### src/rtl/jk_bank_arbiter_if.sv
// jk_bank_arbiter_if: request/grant and bank-drive bundle for jk_bank_arbiter.
// Requesters sit on the master side; the arbiter sits on the slave side.
interface jk_bank_arbiter_if #(
   parameter int NREQ  = 4,
   parameter int WIDTH = 8,
   parameter int AW    = 3
);
   logic [NREQ-1:0]    req;
   logic [2*NREQ-1:0]  op;
   logic [AW*NREQ-1:0] addr;
   logic [NREQ-1:0]    gnt;
   logic [WIDTH-1:0]   J_o;
   logic [WIDTH-1:0]   K_o;
   logic [WIDTH-1:0]   Q;
   logic               busy;
   logic               done;
   logic               err;

   modport master (
      output req, op, addr,
      input  gnt, J_o, K_o, Q, busy, done, err
   );

   modport slave (
      input  req, op, addr,
      output gnt, J_o, K_o, Q, busy, done, err
   );
endinterface

### src/rtl/jk_bank_arbiter.sv
// jk_bank_arbiter: arbitrates single-bit JK operations from NREQ requesters onto
// one bank of WIDTH JK cells, sequencing IDLE -> GRANT -> APPLY -> SETTLE.
// Optional feature macro JK_ARB_RR_EN: when defined, round-robin arbitration
// with a rotating pointer; when undefined, fixed priority (requester 0 highest).
module jk_bank_arbiter #(
   parameter int NREQ  = 4,
   parameter int WIDTH = 8,
   parameter int AW    = 3
) (
   input  logic         CLK,
   input  logic         RST,
   jk_bank_arbiter_if.slave bus
);

   localparam int PW = (NREQ > 1) ? $clog2(NREQ) : 1;

   typedef enum logic [1:0] {
      IDLE   = 2'd0,
      GRANT  = 2'd1,
      APPLY  = 2'd2,
      SETTLE = 2'd3
   } state_t;

   state_t           state, state_nxt;
   logic [PW-1:0]    win_q, win_nxt;
   logic [1:0]       op_q, op_sel;
   logic [AW-1:0]    addr_q, addr_sel;
   logic [WIDTH-1:0] q_r;
   logic             any_req;
   logic             in_range;

   assign any_req  = |bus.req;
   // An address equal to or above WIDTH names no cell and is flagged at SETTLE.
   assign in_range = ({1'b0, addr_q} < (AW+1)'(WIDTH));

`ifdef JK_ARB_RR_EN
   logic [PW-1:0] ptr_q;
   logic [PW-1:0] idx;
   logic          found;

   // Round-robin search: first requester at or after the pointer, wrapping.
   always_comb begin
      win_nxt = '0;
      idx     = '0;
      found   = 1'b0;
      for (int i = 0; i < NREQ; i++) begin
         idx = PW'((int'(ptr_q) + i) % NREQ);
         if (!found && bus.req[idx]) begin
            found   = 1'b1;
            win_nxt = idx;
         end
      end
   end

   // Pointer moves past the winner when its grant is issued.
   always_ff @(posedge CLK or posedge RST) begin
      if (RST)
         ptr_q <= '0;
      else if (state == GRANT)
         ptr_q <= (win_q == PW'(NREQ-1)) ? '0 : win_q + 1'b1;
   end
`else
   // Fixed priority: lowest-numbered active requester wins.
   always_comb begin
      win_nxt = '0;
      for (int i = NREQ-1; i >= 0; i--) begin
         if (bus.req[i])
            win_nxt = PW'(i);
      end
   end
`endif

   // State register; reset aborts any in-flight operation.
   always_ff @(posedge CLK or posedge RST) begin
      if (RST)
         state <= IDLE;
      else
         state <= state_nxt;
   end

   // Next-state sequencing; every op passes through all four states.
   always_comb begin
      state_nxt = state;
      case (state)
         IDLE:    if (any_req) state_nxt = GRANT;
         GRANT:   state_nxt = APPLY;
         APPLY:   state_nxt = SETTLE;
         SETTLE:  state_nxt = IDLE;
         default: state_nxt = IDLE;
      endcase
   end

   // Select the winner's op/addr fields out of the packed request buses.
   always_comb begin
      op_sel   = '0;
      addr_sel = '0;
      for (int i = 0; i < NREQ; i++) begin
         if (win_q == PW'(i)) begin
            op_sel   = bus.op[2*i +: 2];
            addr_sel = bus.addr[AW*i +: AW];
         end
      end
   end

   // Winner is captured in IDLE, its operation during the GRANT cycle.
   always_ff @(posedge CLK) begin
      if (state == IDLE && any_req)
         win_q <= win_nxt;
      if (state == GRANT) begin
         op_q   <= op_sel;
         addr_q <= addr_sel;
      end
   end

   // Bank cells: only the addressed bit changes, at the end of APPLY.
   always_ff @(posedge CLK or posedge RST) begin
      if (RST) begin
         q_r <= '0;
      end else if (state == APPLY) begin
         for (int i = 0; i < WIDTH; i++) begin
            if (addr_q == AW'(i)) begin
               case (op_q)
                  2'b01:   q_r[i] <= 1'b0;
                  2'b10:   q_r[i] <= 1'b1;
                  2'b11:   q_r[i] <= ~q_r[i];
                  default: q_r[i] <= q_r[i];
               endcase
            end
         end
      end
   end

   // Decoded outputs: gnt in GRANT, J/K drive in APPLY, done/err in SETTLE.
   always_comb begin
      bus.gnt  = '0;
      bus.J_o  = '0;
      bus.K_o  = '0;
      bus.done = 1'b0;
      bus.err  = 1'b0;
      bus.busy = (state != IDLE);
      case (state)
         GRANT: begin
            for (int i = 0; i < NREQ; i++)
               if (win_q == PW'(i)) bus.gnt[i] = 1'b1;
         end
         APPLY: begin
            for (int i = 0; i < WIDTH; i++) begin
               if (in_range && addr_q == AW'(i)) begin
                  bus.J_o[i] = op_q[1];
                  bus.K_o[i] = op_q[0];
               end
            end
         end
         SETTLE: begin
            bus.done = 1'b1;
            bus.err  = ~in_range;
         end
         default: ;
      endcase
   end

   assign bus.Q = q_r;

endmodule

### src/flat_wrapper.sv
// flat-port wrapper written by rule: the top's interface ports become plain ports
module jk_bank_arbiter_flat 
#(
   parameter int NREQ  = 4,
   parameter int WIDTH = 8,
   parameter int AW    = 3
)
  (CLK, RST, bus_req, bus_op, bus_addr, bus_gnt, bus_J_o, bus_K_o, bus_Q, bus_busy, bus_done, bus_err);
  jk_bank_arbiter_if #(.NREQ(NREQ), .WIDTH(WIDTH), .AW(AW)) bus_i ();
  input  logic CLK;
  input  logic RST;
  input wire logic [$bits(bus_i.req)-1:0] bus_req;
  input wire logic [$bits(bus_i.op)-1:0] bus_op;
  input wire logic [$bits(bus_i.addr)-1:0] bus_addr;
  output wire logic [$bits(bus_i.gnt)-1:0] bus_gnt;
  output wire logic [$bits(bus_i.J_o)-1:0] bus_J_o;
  output wire logic [$bits(bus_i.K_o)-1:0] bus_K_o;
  output wire logic [$bits(bus_i.Q)-1:0] bus_Q;
  output wire logic [$bits(bus_i.busy)-1:0] bus_busy;
  output wire logic [$bits(bus_i.done)-1:0] bus_done;
  output wire logic [$bits(bus_i.err)-1:0] bus_err;
  assign bus_i.req = bus_req;
  assign bus_i.op = bus_op;
  assign bus_i.addr = bus_addr;
  assign bus_gnt = bus_i.gnt;
  assign bus_J_o = bus_i.J_o;
  assign bus_K_o = bus_i.K_o;
  assign bus_Q = bus_i.Q;
  assign bus_busy = bus_i.busy;
  assign bus_done = bus_i.done;
  assign bus_err = bus_i.err;
  jk_bank_arbiter #(.NREQ(NREQ), .WIDTH(WIDTH), .AW(AW)) u_core (.CLK(CLK), .RST(RST), .bus(bus_i));
endmodule
### config.mk
export PLATFORM = sky130hd
export DESIGN_NAME = jk_bank_arbiter_flat
export DESIGN_NICKNAME = d
export VERILOG_FILES = /design/src/rtl/jk_bank_arbiter_if.sv /design/src/rtl/jk_bank_arbiter.sv /design/src/flat_wrapper.sv
export SDC_FILE = /design/constraint.sdc
export NUM_CORES = 1
export LEC_CHECK = 0
export CAP_MARGIN = 10
export CORE_MARGIN = 10
export CORE_UTILIZATION = 30
export CTS_BUF_LIST = sky130_fd_sc_hd__clkbuf_8
export DETAILED_ROUTE_END_ITERATION = 6
export GPL_ROUTABILITY_DRIVEN = 0
export PLACE_DENSITY = 0.65
export SYNTH_ARGS = -nofsm -noshare
export SYNTH_HDL_FRONTEND = slang
export SYNTH_SLANG_ARGS = --single-unit
### constraint.sdc
create_clock -name CLK -period 2 [get_ports CLK]
set_input_delay 0.2 -clock CLK [delete_from_list [all_inputs] [get_ports CLK]]
set_output_delay 0.2 -clock CLK [all_outputs]
set_load 0.01 [all_outputs]
---- Word level (Yosys, flattened, before mapping) ----
Index checks and enable logic that the tools add are counted.
cells by class
  mux-type cells .......................... 45
  bitwise logic cells ..................... 8
  eq/ne operators ......................... 17
  reduce and logical (&&, ||, !) cells .... 16
operator list
  kind                                                   number
  case mux 1 bit (3 select lines)                        8
  AND reduction 3 bit                                    8
  two-way mux 1 bit                                      22
  two-way mux 8 bit                                      2
  two-way mux 2 bit                                      7
  equality test 2 bit, second input constant             6
  equality test 3 bit, second input constant             4
  two-way mux 3 bit                                      4
  inverter 1 bit                                         8
  case mux 2 bit (4 select lines)                        1
  equality test 2 x 1 -> 1 bit, second input constant    3
  equality test 3 x 2 -> 1 bit, second input constant    2
  logical NOT 2 bit                                      2
  two-way mux 4 bit                                      1
  OR reduction 4 bit                                     1
  equality test 3 x 1 -> 1 bit, second input constant    1
  logical NOT 3 bit                                      1
  nonzero test 3 bit                                     1
  inequality test 2 x 1 -> 1 bit, second input constant  1
  nonzero test 2 bit                                     1
  OR reduction 2 bit                                     1
  logical AND 1 bit                                      1
storage, ports and cells
  flip-flop bits (word level) ............. 17
  word-level logic and storage cells ...... 99
  output and inout bits ................... 31

---- Longest topological paths before layout ----
Gate-level depths: netlist of the first run.
  depth after elaboration ................. 5
  mapped depth ............................ 5
  gate-level depth less buffers ........... 5

---- Least setup slack after synthesis of the first run ----
OpenSTA, ideal clock, no wires.
  path kind ............................... flip-flop to flip-flop
  start ................................... reg u_core.state[0]
  end ..................................... reg u_core.q_r[0] (netlist: u_core.bus.Q[0])
  library setup time ...................... 0.139 ns
  path buffers ............................ 0
  clock period less this slack ............ 1.504 ns
  arrival ................................. 1.365 ns
  data required time ...................... 1.861 ns
  path slack .............................. 0.496 ns
  cell stages (with the launch flop) ...... 6
  path through ............................ dfrtp_1 inv_1 ha_1 nand3b_1 nor3_1 o21ai_0
between the ends
  cells in the longest elaborated chain, start to end .. 2
RTL lines
  what                                  RTL line                RTL
  from (decl)                           jk_bank_arbiter.sv:24   state_t state, state_nxt;
  from (signal assigned)                jk_bank_arbiter.sv:78   state <= state_nxt;
  equality test 2 bit                   jk_bank_arbiter.sv:119  end else if (state == APPLY) begin
  AND reduction 3 bit (no source line)  --
  to (signal, indexed assignment)       jk_bank_arbiter.sv:125  2'b11: q_r[i] <= ~q_r[i];
  to (signal, indexed assignment)       jk_bank_arbiter.sv:126  default: q_r[i] <= q_r[i];
  to (decl)                             jk_bank_arbiter.sv:28   logic [WIDTH-1:0] q_r;
Every way passes these cells.
A chain may end at the register's enable or synchronous reset.

---- Final worst setup path of the first run ----
  start ................................... reg u_core.state[1]
  end ..................................... out bus_gnt[3]
between the ends
  cells in the longest elaborated chain, start to end .. 2
RTL lines
  what                          RTL line                RTL
  equality test 2 x 1 -> 1 bit  jk_bank_arbiter.sv:141  case (state)
  two-way mux 4 bit             jk_bank_arbiter.sv:141
  to (decl)                     flat_wrapper.sv:15      output wire logic [$bits(bus_i.gnt)-1:0] bus_gnt;
Every way passes these cells.

==> results of run 1 <==
-- logic make-up after synthesis --
| kind of cell | Yosys count | share of synthesized area [%] |
|---|---|---|
| mux | 7 | 13.3 |
| simple gates | 37 | 19.5 |
| other cells | 1 | 0.372 |
| fa+ha+maj | 5 | 6.21 |
| buf+inv | 14 | 5.96 |
| compound gates | 15 | 8.94 |
| flops | 17 | 45.7 |
-- report_power, final --
part / switching [uW] / total [uW] / internal [uW]
sequential: 173 / 715 / 542
combinational: 416 / 913 / 497
clock: 104 / 240 / 136
total: 693 / 1870 / 1180
-- stage by stage --
stage / worst slack (ns) / hold slack (ns) / util [%] / total power [uW]
2_1_floorplan: 0.496 / 0.0402 / - / 1140
3_3_place_gp: 0.121 / 0.478 / 51.4 / 1590
3_5_place_dp: 0.0250 / 0.472 / 51.4 / 1610
4_1_cts: -0.00181 / 0.233 / 53.5 / 1890
5_1_grt: 0.0141 / 0.274 / 53.9 / 2020
6_report: 0.100 / 0.228 / 53.9 / 1870
-- state kept, by name (all words and copies together) (netlist names) --
signal         count
u_core.win_q       2
u_core.bus.Q       8
u_core.state       2
u_core.addr_q      3
u_core.op_q        2
-- timing repair --
| item | CTS | global route |
|---|---|---|
| setup endpoints to repair | 18 | 6 |
| endpoints found under the hold margin | 0 | 0 |
| gates resized for setup | 20 | 7 |
-- critical path: stages (launching register included) --
cell and delay [ns]:
dfrtp_2 0.44, inv_2 0.08, ha_2 0.22, and3_1 0.17, clkdlybuf4s50_1 0.54
-- metal layers --
layer	share of wire (%)	GRT usage [%]	routed length, um	vias to the layer above
met5	0	0	0	-
met4	1.7	4.30	51	0
met3	15	6.45	456	5
met2	43	14.8	1290	56
met1	40	10.2	1190	413
li1	-	-	-	452
-- area by class of cell --
type | instances | area (um2)
Inverter | 7 | 26.3
Tap cell | 44 | 55.1
Sequential cell | 17 | 462
Multi-Input combinational cell | 65 | 523
Timing Repair Buffer | 59 | 576
Clock inverter | 1 | 3.75
Clock buffer | 3 | 41.3
Fill cell | 302 | 1440
-- cell usage after synthesis (2+ instances only) --
cell       n  share of area [%]
mux4_2     5                 11
dfrtp_1   10                 25
inv_1      7                2.6
buf_2      3                1.5
clkbuf_1   3                1.1
o21ai_0    7                3.5
nor2_1    17                6.3
ha_1       5                6.2
o31ai_1    6                4.5
nor3_1     5                2.5
nand2b_1   2                1.2
nand2_1    3                1.1
edfxtp_1   7                 21
or4_1      2                1.5
-- path summary, 6_finish.rpt --
check,start,to,slack (ns),depth (start not counted)
setup / recovery,u_core.state[1],bus_gnt[3],0.10,4
hold / removal,RST,u_core.bus.Q[3],0.23,2
setup reg to reg,u_core.state[0],u_core.bus.Q[0],0.55,5
hold reg to reg,u_core.bus.Q[5],u_core.bus.Q[5],0.48,1
max in group asynchronous,RST,u_core.state[1],1.47,2
min in group CLK,u_core.bus.Q[5],u_core.bus.Q[5],0.48,1
==> key figures, run 1 <==
Status
  • Status: finished, final reports clean

Synthesis
  • Yosys reg bits: 17
  • Post-Synthesis Cells: 96
  • Post-synthesis cell type count: 28
  • Top FF cell, synth: dfrtp_1
  • Async set-reset flop share out of synthesis: 58.8%
  • Post-Syn Area: 0.00101 mm2
  • Register area share after synthesis: 45.7%
  • Average cell area after synthesis: 10.5 um2
  • Post-synth net total: 127
  • Synthesis Warnings: 0
  • Number of synthesized flops with an enable pin: 7

STA
  • Fin. Hold Viols: 0
  • Final Setup Violations: 0
  • Final worst path period share: 95.0%
  • Max Clk Rate: 0.526 GHz
  • Min Tclk post-route: 1.90 ns
  • Final clock skew: 0.00547 ns
  • Setup TNS: 0 ns
  • RSZ-0062 raised after global routing: no
  • Max Slew Vio Count: 0

Setup path
  • Crit Path Category: reg -> out
  • Worst setup SP type: flop
  • Critical Path AT: 1.70 ns
  • Worst Path Max Fanout: 5
  • Critical path endpoint category: output port
  • Worst Path Required: 1.80 ns

Cells and area
  • Synth-to-layout area growth: 67.5%
  • Commonest non-fill, non-tap cell in the layout: clkdlybuf4s50_1
  • Fraction of layout cells with a size suffix above 1: 13.8%
  • Layout Cells excl Fill: 196
  • Most frequent cells in the layout: clkdlybuf4s50_1 (36), nor2_1 (17), dlygate4sd2_1 (14)
  • N_diodes: 0
  • Design Area, Final: 0.00169 mm2
  • Fin nets: 184

Drt
  • WL per Instance: 15.3 um
  • Overall routed net length: 2.99 mm
  • Via-to-Cell Ratio: 4.72
  • Drt first pass iters: 4
  • Starting DRT DRC Count: 48
  • Vias post-DR: 926
  • ANT nets after route: 0
  • Residual DRC: 0

Placed design
  • HPWL Detailed: 2.48 mm
  • Inst Count DP: 192
  • DP Area: 0.00161 mm2
  • Port bufs: 55

Pwr
  • Leak Pwr: 0.000806 uW
  • PD cells: 1110 mW/mm2
  • Peak VDD IR: 0.383 mV

Clock network
  • Post-CTS Setup Bufs: 0
  • Root Buffer: clkbuf_8
  • Number of CTS-inserted buffers: 3
  • Clock tree buffer depth: 2
  • Skew-Pair Late Insertion Delay: 0.25 ns
  • Worst-path clk slew: 0.06 ns
  • H-tree levels: 1
  • Cts hold-fix bufs: 0
  • CTS sink cnt: 17
  • CTS tree: yes

Floorplanning
  • Number of cell rows: 20
  • Initial Util: 32.2%
  • Die H: 77.9 um
  • Die Wd: 77.9 um
  • Core area: 0.00313 mm2
  • Die area: 0.00607 mm2
  • I/O pins: 57

GRT
  • Initial antenna violation count: 0
  • Largest net degree at the start of global routing: 11
  • Global-route wire length before repair: 4.80 mm
  • Vias in the first global route: 974
  • GR Util All Layers: 9.67%
  • GR Overflow Total: 0

Min path
  • Worst Hold Class: in -> async

Job
  • Number of max-cap violations: 0
No activity file was read; power rests on OpenSTA's default activity.
==> run 2: changes to the inputs <==
--- a/config.mk
+++ b/config.mk
@@ -7,11 +7,11 @@
 export LEC_CHECK = 0
 export CAP_MARGIN = 10
 export CORE_MARGIN = 10
-export CORE_UTILIZATION = 30
+export CORE_UTILIZATION = 39
 export CTS_BUF_LIST = sky130_fd_sc_hd__clkbuf_8
 export DETAILED_ROUTE_END_ITERATION = 6
 export GPL_ROUTABILITY_DRIVEN = 0
-export PLACE_DENSITY = 0.65
+export PLACE_DENSITY = 0.82
 export SYNTH_ARGS = -nofsm -noshare
 export SYNTH_HDL_FRONTEND = slang
 export SYNTH_SLANG_ARGS = --single-unit
==> run 2 against run 1 <==
Against the previous run: via count rose by 0.54%; clock power rose by 3%; largest power group unchanged; global-route usage rose by 1.0 points; largest cell class unchanged; worst hold slack got worse by 0.0026 ns; final area rose by 1.1%; register-to-register slack improved by 0.04 ns; critical path type unchanged.
==> key figures, run 2 (same netlist as run 1, synthesis figures left out) <==
Clock network
  • Root Buffer: clkbuf_8
  • CTS sink cnt: 17 (unchanged)
  • Clock tree buffer depth: 2 (unchanged)
  • Cts hold-fix bufs: 0 (unchanged)
  • Skew-Pair Late Insertion Delay: 0.25 ns (about the same)
  • H-tree levels: 1 (unchanged)
  • CTS tree: yes
  • Number of CTS-inserted buffers: 3 (unchanged)
  • Worst-path clk slew: 0.06 ns (about the same)

Floorplanning
  • Die Wd: 70.8 um (-9.1%)
  • Core area: 0.00248 mm2 (-21%)
  • Number of cell rows: 18 (-10%)
  • I/O pins: 57 (unchanged)
  • Die H: 70.8 um (-9.1%)
  • Die area: 0.00502 mm2 (-17%)
  • Initial Util: 40.7% (+8.5 points)

Cells and area
  • Final Util: 68.8% (+15 points)
  • Most frequent cells in the layout: clkdlybuf4s50_1 (37), nor2_1 (17), dlygate4sd2_1 (12)
  • Commonest non-fill, non-tap cell in the layout: clkdlybuf4s50_1
  • Max reg flops: 8 (unchanged)
  • Filler cells: 207 (-31%)
  • Fraction of layout cells with a size suffix above 1: 14.9% (+1.1 points)
  • N_diodes: 0 (unchanged)
  • Fin nets: 186 (+1.1%)
  • Synth-to-layout area growth: 69.3%

Drt
  • ANT nets after route: 0 (unchanged)
  • Starting DRT DRC Count: 46 (-4.2%)
  • Overall routed net length: 2.82 mm (-5.6%)
  • Residual DRC: 0 (unchanged)
  • WL per Instance: 15.3 um (+0.51%)
  • Drt first pass iters: 4 (unchanged)
  • Via-to-Cell Ratio: 5.06 (+7.1%)
  • Vias post-DR: 931 (+0.54%)

Pwr
  • Sequential share of power: 36.8% (-1.5 points)
  • Pint: 1210 uW (+3.1%)
  • PD cells: 1120 mW/mm2 (+1.5%)
  • Peak VDD IR: 0.706 mV (+84%)
  • Leak Pwr: 0.000830 uW (+2.9%)
  • Switching share of power: 36.8% (-0.28 points)
  • Psw: 706 uW (+1.9%)
  • Combinational Power Share: 50.3% (+1.4 points)
  • Clock network fraction of total power: 12.9% (about the same)

STA
  • Max Slew Vio Count: 0 (unchanged)
  • Fin. Hold Viols: 0 (unchanged)
  • Final clock skew: 0.00530 ns (-0.000171 ns)
  • Max Clk Rate: 0.525 GHz (-0.19%)
  • RSZ-0062 raised after global routing: no
  • Min Tclk post-route: 1.90 ns (+0.00365 ns)
  • Final Setup Violations: 0 (unchanged)
  • Fin Hold WS: 0.226 ns (-0.00257 ns)
  • Setup TNS: 0 ns (unchanged)
  • Final worst path period share: 95.2% (+0.18 points)

GRT
  • Largest net degree at the start of global routing: 11 (unchanged)
  • Global-route wire length before repair: 4.42 mm (-7.9%)
  • GR Util All Layers: 10.7% (+1.0 points)
  • GR Overflow Total: 0 (unchanged)
  • Initial antenna violation count: 0 (unchanged)
  • Vias in the first global route: 1000 (+2.7%)

Setup path
  • Worst Path Required: 1.80 ns (about the same)
  • Critical Path AT: 1.70 ns (about the same)
  • R2r endpoint: u_core.op_q[0]
  • Worst r2r src: u_core.win_q[0]
  • Worst setup SP type: flop
  • Worst R2R Path Depth: 1 (-4)
  • Critical path endpoint category: output port
  • Crit Path Category: reg -> out
  • Crit path from: u_core.state[1]
  • Worst R2R Setup Slack: 0.59 ns (+0.04 ns)
  • Worst Path Max Fanout: 5 (unchanged)

Job
  • Number of max-cap violations: 0 (unchanged)

Status
  • Status: finished, final reports clean

Placed design
  • HPWL Detailed: 2.35 mm (-5.5%)
  • Port bufs: 55 (unchanged)

Min path
  • Worst Hold Class: in -> async
-- run 2: cell count changes in the layout (fill, tap and decap cells not counted), sizes merged --
cell | previous run | this run
dlymetal6s2s | 5 | 6
dlygate4sd2 | 14 | 12
clkdlybuf4s50 | 36 | 37
buf | 4 | 6
-- run 2: what timing repair did --
item | CTS | global route
resized for setup | 19 | 8
setup endpoints to repair | 17 | 8
setup buffers | 0 | 1
-- run 2: final cells by class --
type / count / area (um2) / area share (%)
clock buffer: 3 / 41.3 / 2.42
clock inverter: 1 / 3.75 / 0.220
sequential: 17 / 460 / 27.0
inverter: 7 / 26.3 / 1.54
timing repair buffer: 61 / 596 / 34.9
tap: 30 / 37.5 / 2.20
multi-input combinational: 65 / 541 / 31.7
-- run 2: power groups by stage --
stage | logic (uW) | registers (uW) | clock network, uW
final | 964 | 706 | 247
after global routing | 1060 | 729 | 275
after CTS | 951 | 703 | 258
after detailed placement | 917 | 691 | 0
after global placement | 895 | 687 | 0
after floorplan | 484 | 655 | 0
-- run 2: layer usage --
layer / track usage [%] / share of wire, % / up-vias
met1: 10.2 / 39 / 413
met4: 5.81 / 1.8 / 0
met3: 7.39 / 16 / 5
met2: 16.8 / 43 / 54
li1: - / - / 459
met5: 0 / 0 / -
-- run 2: critical path, stage by stage (launching register included) --
cell and delay (ns):
dfrtp_1 0.43, inv_1 0.15, ha_4 0.17, nand2_1 0.05
nor2_1 0.10, clkdlybuf4s50_1 0.55
-- run 2: stage by stage --
stage	setup slack (ns)	std cells	power (uW)	instance area, um2
final	0.0964	184	1920	1710
after detailed placement	0.0656	179	1610	1600
after global placement	0.126	179	1580	1600
after floorplan	0.496	96	1140	1010
after global routing	0.0143	184	2060	1710
after CTS	0.0149	183	1910	1670
-- run 2: worst max path at each step --
| stage | depth (start not counted) | end | slack [ns] |
|---|---|---|---|
| after floorplan | 5 | u_core.bus.Q[0] | 0.50 |
| after global placement | 6 | bus_K_o[7] | 0.13 |
| after detailed placement | 5 | bus_K_o[2] | 0.07 |
| after CTS | 5 | bus_J_o[5] | 0.01 |
| after global routing | 5 | bus_gnt[1] | 0.01 |
| final | 5 | bus_gnt[1] | 0.1 |
